--- src/rtl/acc_sequencer_if.sv ---
// Fetch-to-sequencer opcode handshake: fetch presents an opcode, the sequencer
// accepts it on a clock edge where both valid and ready are high.
interface acc_sequencer_if;
  logic       instr_valid;
  logic [3:0] instr_op;
  logic       instr_ready;

  modport master (output instr_valid, output instr_op, input  instr_ready);
  modport slave  (input  instr_valid, input  instr_op, output instr_ready);
endinterface

--- src/rtl/acc_sequencer.sv ---
// Multi-cycle control FSM for the 8-bit accumulator datapath: decodes one opcode
// at a time, drives accumulator/regfile/memory strobes and counts retired instructions.
module acc_sequencer #(
  parameter int unsigned MEM_LAT = 2,
  parameter int unsigned CNT_W   = 16
) (
  input  logic             CLK,
  input  logic             RST_N,
  acc_sequencer_if.slave   instr,
  output logic [1:0]       acc_sel,
  output logic             acc_write,
  output logic             reg_write,
  output logic             mem_read,
  output logic             mem_write,
  output logic             done,
  output logic             illegal,
  output logic             halted,
  output logic [CNT_W-1:0] retired
);

  localparam logic [3:0] OP_NOP  = 4'h0;
  localparam logic [3:0] OP_LDI  = 4'h1;
  localparam logic [3:0] OP_LDR  = 4'h2;
  localparam logic [3:0] OP_LDM  = 4'h3;
  localparam logic [3:0] OP_STM  = 4'h4;
  localparam logic [3:0] OP_STR  = 4'h5;
  localparam logic [3:0] OP_ALU  = 4'h6;
  localparam logic [3:0] OP_HALT = 4'hF;

  localparam logic [1:0] SEL_IMM = 2'd0;
  localparam logic [1:0] SEL_REG = 2'd1;
  localparam logic [1:0] SEL_MEM = 2'd2;
  localparam logic [1:0] SEL_ALU = 2'd3;

  localparam logic [3:0] LAT4 = 4'(MEM_LAT);

  typedef enum logic [2:0] {
    S_IDLE,
    S_EXEC,
    S_MWAIT,
    S_WB,
    S_HALT
  } state_t;

  state_t           state_q, state_d;
  logic [3:0]       op_q, op_d;
  logic [3:0]       wait_q, wait_d;
  logic [1:0]       sel_q;
  logic [CNT_W-1:0] retired_q;

  always_ff @(posedge CLK or negedge RST_N) begin
    if (!RST_N) begin
      state_q   <= S_IDLE;
      op_q      <= 4'h0;
      wait_q    <= 4'h0;
      sel_q     <= SEL_IMM;
      retired_q <= '0;
    end else begin
      state_q   <= state_d;
      op_q      <= op_d;
      wait_q    <= wait_d;
      sel_q     <= acc_sel;
      retired_q <= retired_q + {{(CNT_W-1){1'b0}}, done};
    end
  end

  assign retired = retired_q;

  // acc_sel is registered through sel_q so it keeps its last driven value
  // in every cycle where the accumulator is not being steered.
  always_comb begin
    state_d           = state_q;
    op_d              = op_q;
    wait_d            = wait_q;
    instr.instr_ready = 1'b0;
    acc_sel           = sel_q;
    acc_write         = 1'b0;
    reg_write         = 1'b0;
    mem_read          = 1'b0;
    mem_write         = 1'b0;
    done              = 1'b0;
    illegal           = 1'b0;
    halted            = 1'b0;

    case (state_q)
      S_IDLE: begin
        instr.instr_ready = 1'b1;
        if (instr.instr_valid) begin
          op_d    = instr.instr_op;
          state_d = S_EXEC;
        end
      end

      S_EXEC: begin
        state_d = S_IDLE;
        case (op_q)
          OP_NOP:  done = 1'b1;
          OP_LDI:  begin acc_write = 1'b1; acc_sel = SEL_IMM; done = 1'b1; end
          OP_LDR:  begin acc_write = 1'b1; acc_sel = SEL_REG; done = 1'b1; end
          OP_ALU:  begin acc_write = 1'b1; acc_sel = SEL_ALU; done = 1'b1; end
          OP_STM:  begin mem_write = 1'b1; done = 1'b1; end
          OP_STR:  begin reg_write = 1'b1; done = 1'b1; end
          OP_LDM:  begin
            mem_read = 1'b1;
            wait_d   = LAT4;
            state_d  = (LAT4 != 4'd0) ? S_MWAIT : S_WB;
          end
          OP_HALT: begin done = 1'b1; state_d = S_HALT; end
          default: begin done = 1'b1; illegal = 1'b1; end
        endcase
      end

      S_MWAIT: begin
        mem_read = 1'b1;
        acc_sel  = SEL_MEM;
        wait_d   = wait_q - 4'd1;
        if (wait_q <= 4'd1) state_d = S_WB;
      end

      S_WB: begin
        acc_sel   = SEL_MEM;
        acc_write = 1'b1;
        done      = 1'b1;
        state_d   = S_IDLE;
      end

      S_HALT: halted = 1'b1;

      default: state_d = S_IDLE;
    endcase
  end

endmodule

--- src/flat_wrapper.sv ---
// flat-port wrapper written by rule: the top's interface ports become plain ports
module acc_sequencer_flat 
#(
  parameter int unsigned MEM_LAT = 2,
  parameter int unsigned CNT_W   = 16
)
  (CLK, RST_N, acc_sel, acc_write, reg_write, mem_read, mem_write, done, illegal, halted, retired, instr_instr_valid, instr_instr_op, instr_instr_ready);
  acc_sequencer_if instr_i ();
  input  logic CLK;
  input  logic RST_N;
  output logic [1:0] acc_sel;
  output logic acc_write;
  output logic reg_write;
  output logic mem_read;
  output logic mem_write;
  output logic done;
  output logic illegal;
  output logic halted;
  output logic [CNT_W-1:0] retired;
  input wire logic [$bits(instr_i.instr_valid)-1:0] instr_instr_valid;
  input wire logic [$bits(instr_i.instr_op)-1:0] instr_instr_op;
  output wire logic [$bits(instr_i.instr_ready)-1:0] instr_instr_ready;
  assign instr_i.instr_valid = instr_instr_valid;
  assign instr_i.instr_op = instr_instr_op;
  assign instr_instr_ready = instr_i.instr_ready;
  acc_sequencer #(.MEM_LAT(MEM_LAT), .CNT_W(CNT_W)) u_core (.CLK(CLK), .RST_N(RST_N), .instr(instr_i), .acc_sel(acc_sel), .acc_write(acc_write), .reg_write(reg_write), .mem_read(mem_read), .mem_write(mem_write), .done(done), .illegal(illegal), .halted(halted), .retired(retired));
endmodule
--- config.mk ---
export PLATFORM = sky130hd
export DESIGN_NAME = acc_sequencer_flat
export DESIGN_NICKNAME = d
export VERILOG_FILES = /design/src/rtl/acc_sequencer_if.sv /design/src/rtl/acc_sequencer.sv /design/src/flat_wrapper.sv
export SDC_FILE = /design/constraint.sdc
export NUM_CORES = 1
export LEC_CHECK = 0
export CAP_MARGIN = 15
export CORE_MARGIN = 1.5
export CORE_UTILIZATION = 50
export CTS_BUF_LIST = sky130_fd_sc_hd__clkbuf_2 sky130_fd_sc_hd__clkbuf_4 sky130_fd_sc_hd__clkbuf_8
export CTS_CLUSTER_DIAMETER = 150
export DETAILED_ROUTE_END_ITERATION = 7
export PLACE_DENSITY = 0.8
export SLEW_MARGIN = 20
export SYNTH_ARGS = -nofsm -noshare
export SYNTH_HDL_FRONTEND = slang
export SYNTH_SLANG_ARGS = --single-unit
export TNS_END_PERCENT = 20
--- constraint.sdc ---
create_clock -name CLK -period 2.8 [get_ports CLK]
set_input_delay 0.56 -clock CLK [delete_from_list [all_inputs] [get_ports CLK]]
set_output_delay 0.56 -clock CLK [all_outputs]
set_load 0.03 [all_outputs]
After elaboration in Yosys (flattened, before gate mapping):

Cells that the tools add are included.

* equal/unequal tests: 14
* bitwise gates (word level): 1
* $add $sub $neg: 2
* mux-type cells: 22
* reductions and logical operators: 9
* $lt $le $gt $ge: 1

Operators by type and width (number)
* $add 16x1->16: 1
* $eq 4x3->1 const B: 3
* $pmux 3 s4: 1
* $mux 1: 11
* $eq 4x2->1 const B: 2
* $pmux 4 s2: 1
* $reduce_or 8->1: 1
* $eq 3x2->1 const B: 2
* $mux 3: 2
* $pmux 1 s2: 3
* $pmux 2 s3: 1
* $pmux 3 s2: 1
* $eq 4x1->1 const B: 1
* $eq 4x4->1 const B: 1
* $le 4x1->1 const B: 1
* $logic_not 4->1: 1
* $mux 4: 1
* $ne 2x1->1 const B: 2
* $pmux 2 s2: 1
* $reduce_and 2->1: 2
* $sub 4x1->4 const B: 1
* $eq 3x1->1 const B: 1
* $eq 3x3->1 const B: 1
* $logic_not 3->1: 1
* other kinds (6): 6

* register bits after elaboration: 29
* input port bits: 7
* word-level logic and storage cells: 54
* output and inout port bits: 26

Longest topological paths before layout:

* depth in word-level cells: 4
* depth in mapped cells: 9
* gate-level depth less buffers: 9

Least setup slack after synthesis:

No wires, ideal clock.

* path type: flip-flop to flip-flop
* from: register u_core.op_q[2]
* to: register u_core.retired_q[10], in the netlist u_core.retired[10]
* path slack: 0.535 ns
* clock period less this slack: 2.265 ns
* required time: 2.720 ns
* buffers on the path: 1
* setup time: 0.080 ns
* cell stages (with the launch flop): 10
* data arrival time: 2.185 ns
* path through: dfrtp_1 > clkbuf_1 > nor4_1 > nor2_1 > ha_1 > ha_1 > and4_1 > nand4_1 > nor2_1 > xor2_1

* word-level cells in the longest chain between the ends: 4

Ends and longest elaborated chain
* start, declared: line acc_sequencer.sv:46 `logic [3:0] op_q, op_d;`
* start signal, assigned: line acc_sequencer.sv:60 `op_q <= op_d;`
* $eq 4x2->1: line acc_sequencer.sv:96 `case (op_q)`
* $mux 1: line acc_sequencer.sv:96
* $pmux 1 s2: line acc_sequencer.sv:85 `case (state_q)`
* net done: line flat_wrapper.sv:16 `output logic done;`
* $add 16x1->16: line acc_sequencer.sv:63 `retired_q <= retired_q + {{(CNT_W-1){1'b0}}, done};`
* end signal, assigned: line acc_sequencer.sv:63
* end, declared: line acc_sequencer.sv:49 `logic [CNT_W-1:0] retired_q;`

The timed path passes the listed nets, and every way through them passes these cells.
A chain may end at the register's enable or synchronous reset.

Worst setup path after layout:

* from: register u_core.state_q[1]
* to: output port mem_read

* word-level cells in the longest chain between the ends: 2
* elaborated cells between the ends (all ways): 3
* those cells by class: eq/ne: 2; mux: 1

Ends and longest elaborated chain
* start, declared: line acc_sequencer.sv:45 `state_t state_q, state_d;`
* start signal, assigned: line acc_sequencer.sv:59 `state_q <= state_d;`
* $eq 3x2->1 or $eq 3x1->1 (tied branches): line acc_sequencer.sv:85
* $pmux 1 s2 (*): line acc_sequencer.sv:85
* end, declared: line flat_wrapper.sv:14 `output logic mem_read;`

Mark *: on every way between the ends. The rest lies on a longest branch, timed or not.

==> results.md <==
- Number of buffers created by CTS: 5
- Clock-pin transition on the worst setup and hold timing paths: 0.10 ns
- # IOs: 33
- Max_cap viols: 0
- DP Cell Count: 197
- Grt ovf: 0
- DIE AREA: 3170 sq um
- Sw Share: 44.8%
- Top post-synthesis cells by area: dfrtp_1, xnor2_1, nor2_1, ha_1, xor2_1
- Area leader, netlist: dfrtp_1
- Cell leakage power: 0.804 nW
- Critical path, cell by cell: nor4_2, mux2i_1, nor2_1, clkdlybuf4s50_1
- Mapped Avg Cell Area: 10.3 sq um
- CP peak stage delay: 0.67 ns
- Post-Syn Instances: 138
- Share of layout cells above drive strength 1: 8.67%
- Root Driver: clkbuf_4
- Overall routing resource usage: 19.9%
- Hold endpoint: u_core.retired[15]$_DFF_PN0_
- Largest net degree at the start of global routing: 30
- Initial Utilization: 52.0%
- Hold Crit Class: reg2reg
- Outcome: complete, no violations
- Worst Hold Path Cells: 1
- Critical Path End Type: primary output
- Startpoint Class: register
- Unique masters post-synth: 36
- Max_slew headroom: 75.9%
- Placed Area: 1760 sq um
- Post-DP HPWL: 2120 um
- Residual DRC: 0
- Via count: 1123
- Seq/Total Area, Yosys: 51.0%
- Core area: 2730 sq um
- Fin nets: 184
- DR pass1 iterations: 4
- Syn-to-layout area delta: 28.4%
- # setup viols final: 0
- Reg2reg setup slack: 0.63 ns
- Max IR drop VDD: 0.818 mV
- Syn Nets: 149
- Crit path DAT: 2.10 ns
- Reg2reg end: u_core.retired[10]$_DFF_PN0_
- Port buffer count: 32
- Setup TNS: 0 ns
- Synth top area share: 51.0%
- Pint: 0.00107 W
- Pwr/cell area: 1060 nW/um^2
- Setup crit start: u_core.state_q[1]$_DFFE_PN0P_
- Seq cells post-synth: 29
- Chip Width: 56.3 um
- Seq pwr share: 37.2%
- Clock power frac: 13.4%
- Initial antenna violation count: 0
- RSZ-0062 raised after global routing: false
- Critical R2R Launch: u_core.state_q[2]$_DFFE_PN0P_
- Net Switching: 0.000870 W
- Crit path buf inv count: 1
- Fin. Hold Viols: 0
- YS warnings: 0
- Tcrit/Tclk final: 95.0%
- Clock Path Buffers: 2
- H-tree levels: 2
- Setup Skew: 0.0140 ns
- Crit path max-delay family: buffers and inverters
- Inserted Diodes: 0
- Via count of the first global-routing pass: 1093
- Filler-free cell count of the finished design: 204
- Hold Buf Count CTS: 0
- Slowest-stage cell, CP: clkdlybuf4s50_1
- Final Max Slew Viols: 0
- Remaining antenna violation count: 0
- Worst slew pin tran: 0.358 ns
- Global-route wire length before repair: 4880 um
- Latest clock arrival within the worst-skew pair: 0.32 ns
- Avg Vias per Cell: 5.50
- Comb pwr share: 49.3%
- WS Path Type: reg2out
- Final WL: 2880 um
- CTS Sinks: 29
- Min Clock Period, post-route: 2.66 ns
- Crit Path Max Fanout: 9
- Die H: 56.3 um
- HP Start: u_core.retired[15]$_DFF_PN0_
- Drt wl/cell: 14.1 um
- DRT iter0 DRCs: 20
- Max Clk Rate: 0.376 GHz
- Worst R2R Path Depth: 8
- Fin area: 1830 sq um
- Post-synthesis cell area: 1420 sq um
- CP required: 2.24 ns
- Placer congestion estimate: 0.870
- Cell Rows: 19
- CTS tree: done
-- final cells by class --
class                           instances  area (sq um)
Clock buffer                            7          58.8
Timing Repair Buffer                   33           330
Multi-Input combinational cell        100           658
Sequential cell                        29           726
Inverter                                4          15.0
Fill cell                             205           907
Tap cell                               31          38.8
-- worst max-delay path by stage --
stage	to	slack, ns	cells after the start
after floorplan	u_core.retired[10]$_DFF_PN0_	0.53	9
after global placement	mem_write	0.39	5
after detailed placement	mem_write	0.33	5
after CTS	acc_sel[1]	0.02	5
after global routing	mem_read	0.01	4
final	mem_read	0.14	4
-- registers in the layout, indices dropped and copies added (netlist names) --
register and flops:
u_core.op_q 4, u_core.retired 16, u_core.sel_q 2, u_core.state_q 3, u_core.wait_q 4
-- what timing repair did --
action,4_1_cts,5_1_grt
pin swaps,0,0
setup endpoints to repair,2,3
resized for setup,2,3
setup buffers,0,0
-- cells in the final DEF, fill, tap and decap left out, drive strengths merged, types with 2 or more instances in the layout --
cell type and instances:
nand3 6, mux2i 2, xnor2 10, ha 4, nand2b 4, nor3 8
xor2 5, dlymetal6s2s 2, dfrtp 29, mux2 3, clkbuf 7, clkdlybuf4s50 28
nand4 3, inv 4, a21oi 7, a211oi 2, and2 2, nor4 3
o21ai 3, a311oi 2, nor2 17, dlygate4sd2 2, nand2 9
-- metal layers --
metal / share of wire (%) / up-vias / global-route usage (%)
met2: 49 / 18 / 32.6
met4: 0.80 / 0 / 6.46
met5: 0 / - / 0
met3: 3.6 / 4 / 5.53
li1: - / 554 / -
met1: 46 / 547 / 25.7
-- logic make-up after synthesis --
group | Yosys count | synth area share (%)
AND/OR/NAND/NOR | 58 | 21.3
XOR/XNOR | 15 | 9.23
multiplexers | 5 | 3.78
flip-flops | 29 | 51.0
adder cells (fa/ha/maj) | 4 | 3.52
AO/OA/AOI/OAI | 18 | 8.00
buffers and inverters | 9 | 3.17
-- synth_stat cells, drive strengths merged --
cell type and number:
a21oi 7, nor3 8, dfrtp 29, ha 4, nand3 6, a211o 1, inv 4, clkbuf 1
a311oi 2, mux2i 2, nand2b 4, nor2 17, and2 2, o32ai 1, and3 1, nand4 3
xnor2 10, or4 1, xor2 5, a31oi 1, nand2 9, o21a 1, nor3b 1, nor2b 1
nor4 3, buf 4, o21ai 3, nand3b 1, a211oi 2, mux2 3, and4 1
-- per-stage QoR --
step           power (W)  hold slack (ns)  setup slack [ns]  utilization (%)
5_1_grt          0.00207            0.512            0.0113             66.8
3_3_place_gp     0.00165            0.459             0.386             64.3
6_report         0.00194            0.481             0.139             66.8
4_1_cts          0.00194            0.493            0.0224             66.4
3_5_place_dp     0.00169            0.481             0.330             64.3
2_1_floorplan    0.00136            0.264             0.535                -
-- power by group through the flow --
stage	registers, W	clock network, W	logic, W
finish	0.000723	0.000261	0.000957
global route	0.000751	0.000283	0.00104
CTS	0.000717	0.000263	0.000962
detailed placement	0.000722	0	0.000965
global placement	0.000712	0	0.000934
floorplan	0.000725	0	0.000630
(Power assumes the default switching activity.)
